[config.mk]
export PLATFORM = sky130hd
export DESIGN_NAME = div_sequencer
export DESIGN_NICKNAME = d
export VERILOG_FILES = /design/src/rtl/div_sequencer.sv
export SDC_FILE = /design/constraint.sdc
export NUM_CORES = 1
export LEC_CHECK = 0
export CAP_MARGIN = 30
export CELL_PAD_IN_SITES_DETAIL_PLACEMENT = 1
export CELL_PAD_IN_SITES_GLOBAL_PLACEMENT = 1
export CORE_MARGIN = 3
export CORE_UTILIZATION = 31
export DETAILED_ROUTE_END_ITERATION = 10
export PLACE_DENSITY = 0.73
export SYNTH_ARGS = -nofsm -noshare
export SYNTH_HDL_FRONTEND = slang
export SYNTH_SLANG_ARGS = --single-unit
[constraint.sdc]
create_clock -name clk -period 2.2 [get_ports clk]
set_clock_uncertainty 0.1 [all_clocks]
set_input_delay 0.44 -clock clk [delete_from_list [all_inputs] [get_ports clk]]
set_output_delay 0.44 -clock clk [all_outputs]
set_load 0.005 [all_outputs]
[src/rtl/div_sequencer.sv]
// div_sequencer
//   Sequences the external 32-bit radix-4 iterative divider for the EX stage
//   (DIV/DIVU). Signed operands are converted to magnitudes before the divider
//   and the results are sign-corrected afterwards. Divide-by-zero bypasses the
//   divider. A flush mid-division drains the divider and drops its result.
//   A watchdog aborts WAIT/DRAIN if the divider never signals completion.
//
// Ports
//   clk, rst                   clock, asynchronous active-low reset
//   req_valid/req_signed       divide request (level) and DIV(1)/DIVU(0)
//   req_op_a/req_op_b          dividend / divisor
//   flush                      cancel the in-flight operation
//   stall                      hold EX stage (combinational)
//   resp_valid                 one-cycle result pulse
//   resp_quotient/remainder    results, held until the next completion
//   resp_div0                  divisor was zero (qualified by resp_valid)
//   timeout_err                sticky watchdog flag
//   div_en                     one-cycle start pulse to the divider
//   div_dividend/div_divisor   operand magnitudes to the divider
//   div_quotient/remainder     divider results, valid with div_done
//   div_done                   divider completion pulse
module div_sequencer #(
    parameter int unsigned TIMEOUT_CYCLES = 64
) (
    input  logic        clk,
    input  logic        rst,
    input  logic        req_valid,
    input  logic        req_signed,
    input  logic [31:0] req_op_a,
    input  logic [31:0] req_op_b,
    input  logic        flush,
    output logic        stall,
    output logic        resp_valid,
    output logic [31:0] resp_quotient,
    output logic [31:0] resp_remainder,
    output logic        resp_div0,
    output logic        timeout_err,
    output logic        div_en,
    output logic [31:0] div_dividend,
    output logic [31:0] div_divisor,
    input  logic [31:0] div_quotient,
    input  logic [31:0] div_remainder,
    input  logic        div_done
);

    localparam int unsigned CW = $clog2(TIMEOUT_CYCLES + 1);
    localparam logic [CW-1:0] TMO_LAST = CW'(TIMEOUT_CYCLES - 1);

    typedef enum logic [2:0] {
        S_IDLE,
        S_START,
        S_WAIT,
        S_DONE,
        S_DRAIN
    } state_t;

    state_t        state;
    logic          neg_q;
    logic          neg_r;
    logic [CW-1:0] tmo_cnt;

    logic [31:0] a_mag;
    logic [31:0] b_mag;
    logic [31:0] q_fix;
    logic [31:0] r_fix;

    // Magnitude as 0-x modulo 2^32, so 0x80000000 maps to itself.
    always_comb begin
        a_mag = (req_signed && req_op_a[31]) ? (32'd0 - req_op_a) : req_op_a;
        b_mag = (req_signed && req_op_b[31]) ? (32'd0 - req_op_b) : req_op_b;
        q_fix = neg_q ? (32'd0 - div_quotient)  : div_quotient;
        r_fix = neg_r ? (32'd0 - div_remainder) : div_remainder;
    end

    assign stall = req_valid & ~resp_valid & ~flush;

    // resp_valid is raised on the edge leaving DONE, so it is high during the
    // first IDLE cycle; IDLE ignores req_valid in that cycle because EX still
    // presents the request that just completed.
    always_ff @(posedge clk or negedge rst) begin
        if (!rst) begin
            state          <= S_IDLE;
            neg_q          <= 1'b0;
            neg_r          <= 1'b0;
            tmo_cnt        <= '0;
            resp_valid     <= 1'b0;
            resp_quotient  <= '0;
            resp_remainder <= '0;
            resp_div0      <= 1'b0;
            timeout_err    <= 1'b0;
            div_en         <= 1'b0;
            div_dividend   <= '0;
            div_divisor    <= '0;
        end else begin
            div_en     <= 1'b0;
            resp_valid <= 1'b0;
            case (state)
                S_IDLE: begin
                    if (req_valid && !flush && !resp_valid) begin
                        if (req_op_b == '0) begin
                            resp_quotient  <= '1;
                            resp_remainder <= req_op_a;
                            resp_div0      <= 1'b1;
                            state          <= S_DONE;
                        end else begin
                            div_dividend <= a_mag;
                            div_divisor  <= b_mag;
                            neg_q        <= req_signed & (req_op_a[31] ^ req_op_b[31]);
                            neg_r        <= req_signed & req_op_a[31];
                            div_en       <= 1'b1;
                            state        <= S_START;
                        end
                    end
                end
                S_START: begin
                    tmo_cnt <= '0;
                    state   <= flush ? S_DRAIN : S_WAIT;
                end
                S_WAIT: begin
                    if (div_done) begin
                        // Completion coinciding with a flush: divider is
                        // already idle, so nothing is left to drain.
                        if (flush) begin
                            state <= S_IDLE;
                        end else begin
                            resp_quotient  <= q_fix;
                            resp_remainder <= r_fix;
                            resp_div0      <= 1'b0;
                            state          <= S_DONE;
                        end
                    end else if (flush) begin
                        tmo_cnt <= '0;
                        state   <= S_DRAIN;
                    end else if (tmo_cnt == TMO_LAST) begin
                        timeout_err    <= 1'b1;
                        resp_quotient  <= '0;
                        resp_remainder <= '0;
                        resp_div0      <= 1'b0;
                        state          <= S_DONE;
                    end else begin
                        tmo_cnt <= tmo_cnt + CW'(1);
                    end
                end
                S_DONE: begin
                    resp_valid <= 1'b1;
                    state      <= S_IDLE;
                end
                S_DRAIN: begin
                    if (div_done) begin
                        state <= S_IDLE;
                    end else if (tmo_cnt == TMO_LAST) begin
                        timeout_err <= 1'b1;
                        state       <= S_IDLE;
                    end else begin
                        tmo_cnt <= tmo_cnt + CW'(1);
                    end
                end
                default: state <= S_IDLE;
            endcase
        end
    end

endmodule
# Word level (Yosys, flattened, before mapping)
# Cells that the tools add are included.
totals:
  inputBits: 134
  elab_cells: 101
  regBits: 144
classes:
  eq_ne: 13
  addsub: 5
  reduce_logical: 16
  n_bitwise: 8
  n_mux: 47
op_table:
  columns: ["op", "n"]
  rows:
  - ["32-bit 2-to-1 mux", 14]
  - ["32-bit one-hot mux with 2 select lines", 2]
  - ["1-bit by 32-bit subtractor with 32-bit output (first input constant)", 4]
  - ["32-bit zero test", 1]
  - ["7-bit 2-to-1 mux", 4]
  - ["3-bit 2-to-1 mux", 7]
  - ["7-bit one-hot mux with 3 select lines", 1]
  - ["1-bit 2-to-1 mux", 14]
  - ["3-bit one-hot mux with 4 select lines", 1]
  - ["2-bit != test (second input constant)", 5]
  - ["3-bit AND reduction", 3]
  - ["7-bit by 1-bit adder with 7-bit output (second input constant)", 1]
  - ["7-bit by 6-bit equality test with 1-bit output (second input constant)", 1]
  - ["3-bit by 2-bit equality test with 1-bit output (second input constant)", 2]
  - ["3-bit != test (second input constant)", 2]
  - ["5-bit AND reduction", 1]
  - ["1-bit AND", 4]
  - ["1-bit logical AND", 4]
  - ["2-bit 2-to-1 mux", 2]
  - ["4-bit != test (second input constant)", 1]
  - ["1-bit one-hot mux with 2 select lines", 2]
  - ["4-bit AND reduction", 1]
  - ["2-bit nonzero test", 2]
  - ["3-bit by 1-bit equality test with 1-bit output (second input constant)", 1]
  - ["6 further kinds", 9]

# Depth between registers and ports, before layout
logic_depth:
  depth_word: 5
  ltp_mapped: 11

# Worst setup path before layout
# No wires, ideal clock.
synth_timing:
  kind: "input-to-reg"
  startpoint: "in req_op_b[0]"
  endpoint: "reg resp_remainder[27]"
  setup_slack_ps: -547
  path_stages: 11
  required_ps: 1972
  t_arrival_ps: 2519
  cell_sequence: "inv_1 -> ha_1 -> or4b_1 -> clkbuf_1 -> or4_4 -> nor4_4 -> a31o_1 -> buf_4 -> buf_6 -> buf_6 -> a31oi_1"
synth_between:
  elab_chain_cells: 3
synth_rtl:
  columns: ["element", "line", "source"]
  rows:
  - ["from (decl)", "30", "input logic [31:0] req_op_b,"]
  - ["32-bit zero test", "100", "if (req_op_b == '0) begin"]
  - ["2-bit != test (no source line)", null, null]
  - ["5-bit AND reduction (no source line)", null, null]
  - ["to (signal assigned)", "102", "resp_remainder <= req_op_a;"]
  - ["to (signal assigned)", "127", "resp_remainder <= r_fix;"]
  - ["to (decl)", "35", "output logic [31:0] resp_remainder,"]
# Every way passes these cells.
# A chain may end at the register's enable or synchronous reset.

# Final worst setup path
layout_timing:
  startpoint: "in req_op_b[9]"
  endpoint: "reg resp_remainder[9]"
# Same word-level chain as after synthesis.

==> results by group <==
Worst setup path
  – Arrival @ worst endpoint: 2.90 ns
  – Worst R2R Setup Slack: -0.30 ns
  – Cells on worst reg2reg path: 11
  – Reg2Reg Launch Point: tmo_cnt[0]$_DFFE_PN0P_
  – Worst r2r dst: resp_div0$_DFFE_PN0P_
  – Startpoint types: input pin
  – CP Class: input pin to flop
  – Crit path max fanout: 12
  – CP required: 2.44 ns
  – Crit path capture type: flop

Routing
  – Routed WL: 40,140 um
  – Wirelength per Cell: 21.30 um
  – Max Used Layer: met4
  – M1 WL: 16,580 um
  – # DRC: 0
  – DR vias: 9,987
  – Drt pass-1 iters: 5
  – First DRT Iteration DRCs: 735
  – Routed met3 length: 2275 um
  – Antenna viol nets, final: 0
  – Drt via density: 5.298
  – Met2 wire len: 20,190 um

Floorplan
  – Die width: 172.5 um
  – Core Area: 0.02710 mm^2
  – I/O pin total: 267
  – Row count: 60
  – Die area: 0.02975 mm^2
  – Die H: 172.5 um
  – Initial core utilization: 31.70%

Timing
  – RSZ-0062 raised after global routing: true
  – Max Clock Freq: 0.3752 GHz
  – Worst Tran Pin Value: 0.5527 ns
  – Hold slack: 0.2738 ns
  – Max-Slew Margin vs Limit: 62.81%
  – Crit path time final: 2.665 ns
  – Final Hold Vio Count: 0
  – Final worst slack: -0.4650 ns
  – Final Max Slew Viols: 0
  – Final setup viols: 133
  – Final period utilization: 121.1%

Clock network
  – Clk root buf: clkbuf_16
  – Clk buf depth: 2
  – Num CTS Buffers: 17
  – H-tree depth: 4
  – Worst-Skew Late Latency: 0.43 ns
  – Reg clk slew, reported paths: 0.08 ns
  – CTS sink count: 144
  – TritonCTS clock tree: built

Logic synthesis
  – Synth Area in Adders: 0.7281%
  – Post-synthesis mux area share: 0.9611%
  – Synth Area in Compound Gates: 18.99%
  – Synthesized instance count: 1,010
  – Largest family of logic cells by synthesized area: simple AND/OR/NAND/NOR gates
  – Yosys cell types: 56
  – Share of synthesized registers carrying an async set or reset: 100.0%
  – Area leader, netlist: dfrtp_1
  – Post-synthesis xor/xnor area fraction: 11.93%
  – Ys Warns: 0
  – Simple-gate share of the synthesized area: 20.62%
  – Synth Register Bits: 144
  – Post-synth EDFFs: 0
  – Mapped Avg Cell Area: 8.507 um^2
  – Sequential-to-total area share from yosys stat: 41.94%
  – Area contributors post-synth: dfrtp_1, xnor2_1, nor2_1
  – Post-Syn Nets: 1,149
  – Area of the mapped netlist: 0.008592 mm^2
  – Main synth FF type: dfrtp_1
  – Yosys top cell area share: 41.94%

Final layout
  – FILL cells: 3,072
  – Layout Cells excl Fill: 1,885
  – Sequential Area: 0.003603 mm^2
  – Layout cell share with drive strength beyond 1: 25.53%
  – Nets@finish: 1,638
  – Layout area overhead: 73.64%
  – Multi-input gate area: 0.004971 mm^2

Global route
  – Vias in the first global route: 10,430
  – Largest net degree at the start of global routing: 48
  – Global route total overflow: 0
  – Tot GR Track Use: 24.64%
  – First-pass GRT wire length: 57,480 um
  – Antenna violations before repair: 1

Placement
  – HPWL after detailed placement: 26,530 um
  – Dpl cells: 1,809
  – DP Worst Slack: -1.155 ns
  – Port Buffers: 266
  – Placer congestion estimate: 0.8515

Power and ir drop
  – Clock share of power: 20.5%
  – Final total power: 14.69 mW
  – Pwr Density: 984.6 mW/mm^2
  – Reg power frac: 33.0%
  – Worst vdd ir: 0.5642 mV
  – P_int: 9.391 mW
  – P_sw: 5.299 mW
  – Sw Share: 36.07%
  – Leakage power: 6.229 nW
  – Comb pwr share: 46.5%

Status
  – Failing checks: setup timing
  – Status: finished with violations

Hold path
  – Hold Crit Start: req_op_b[0]
  – HP Class: input pin to flop
  – WHS Endpoint: div_divisor[0]$_DFFE_PN0P_
  – Min-Delay Path Depth: 4

Job
  – MaxCap Viol Count: 0
-- cells by family after synthesis --
group                    after synthesis
AO/OA/AOI/OAI                        274
XOR/XNOR                             117
adder cells (fa/ha/maj)                5
buffers and inverters                 77
flip-flops                           144
multiplexers                           8
AND/OR/NAND/NOR                      385
-- cells in the mapped netlist (3+ instances only) --
master	instances
nand3_1	14
nor2_1	146
nand2b_1	12
or4_1	4
or2_2	4
a22oi_1	27
ha_1	5
buf_4	7
nor4_1	20
and3_1	3
nand2_1	113
a31oi_1	11
o21a_1	3
o21ai_1	18
clkbuf_2	6
or3_1	13
nand4b_1	3
xor2_1	31
xnor2_1	86
nand4_1	5
buf_6	12
o31ai_1	20
a21oi_1	87
o41ai_1	16
nor3_1	27
and2_1	4
nor2b_1	5
clkbuf_1	30
dfrtp_1	144
mux2i_1	6
o21ai_0	75
inv_1	20
-- timing repair --
item | CTS | global route
resized for setup | 86 | 80
endpoints found under the hold margin | 43 | 0
pin swaps | 10 | 22
setup endpoints to repair | 134 | 138
setup buffers | 15 | 8
cloned | 10 | 12
hold buffers | 1 | 0
-- worst max-delay path, stage by stage --
cell,delay (ns)
buf_8,0.10
or4_4,0.54
or4_4,0.56
nor4_4,0.29
buf_6,0.17
a31o_4,0.22
buf_4,0.17
buf_12,0.14
nor2_1,0.05
a31oi_1,0.20
-- registers in the layout, summed over array words and instances, names as in the netlist --
| name | flops |
|---|---|
| div_dividend | 32 |
| div_divisor | 32 |
| div_en | 1 |
| neg_q | 1 |
| neg_r | 1 |
| resp_div0 | 1 |
| resp_quotient | 32 |
| resp_remainder | 32 |
| resp_valid | 1 |
| state | 3 |
| timeout_err | 1 |
| tmo_cnt | 7 |
-- final cells by class --
cell class,count,area share (%)
Timing Repair Buffer,527,34.82
Multi-Input combinational cell,789,33.32
Sequential cell,144,24.15
Tap cell,372,3.120
Clock buffer,17,2.851
Clock inverter,15,1.115
Inverter,20,0.6038
Antenna cell,1,0.01677
-- layer usage --
metal | vias to the layer above | GRT usage [%]
li1 | 4533 | -
met1 | 5030 | 31.86
met2 | 349 | 42.40
met3 | 75 | 3.544
met4 | 0 | 8.087
met5 | - | 0
-- power groups by stage --
stage | combinational [mW] | clock [mW] | sequential, mW
finish | 6.83 | 3.02 | 4.85
global placement | 5.95 | 0 | 4.65
floorplan | 2.25 | 0 | 4.58
detailed placement | 6.15 | 0 | 4.68
global route | 7.37 | 3.18 | 4.96
CTS | 6.40 | 3.02 | 4.70
-- cells in the final DEF, fill, tap and decap left out, types with 20 or more instances in the layout --
master,instances
o31ai_1,20
buf_4,212
dfrtp_1,144
clkbuf_16,25
a22oi_1,27
o21ai_1,67
xnor2_1,86
a21oi_1,68
clkdlybuf4s50_1,250
nand2_1,113
o21ai_0,25
nor2_4,21
nor3_1,24
xor2_1,31
nor2_1,116
-- stage by stage --
stage	utilization, %	setup TNS, ns	instance area [um^2]
2_1_floorplan	-	-53.96	8655
4_1_cts	53.18	-37.03	14410
5_1_grt	55.05	-54.96	14920
3_3_place_gp	48.86	-137.56	13240
3_5_place_dp	48.86	-144.95	13240
6_report	55.05	-49.27	14920
-- how the worst max path moves through the flow --
stage,start,to,slack (ns),cells after the start
2_1_floorplan,req_op_b[0],resp_remainder[13]$_DFFE_PN0P_,-0.47,11
4_1_cts,req_op_b[1],resp_remainder[29]$_DFFE_PN0P_,-0.33,13
5_1_grt,req_op_b[9],div_divisor[14]$_DFFE_PN0P_,-0.52,11
6_report,req_op_b[9],resp_remainder[9]$_DFFE_PN0P_,-0.46,10
3_3_place_gp,req_op_b[0],resp_remainder[0]$_DFFE_PN0P_,-1.08,11
3_5_place_dp,req_op_b[0],resp_remainder[29]$_DFFE_PN0P_,-1.15,11
Note: power is estimated with default switching activity, not from simulation.
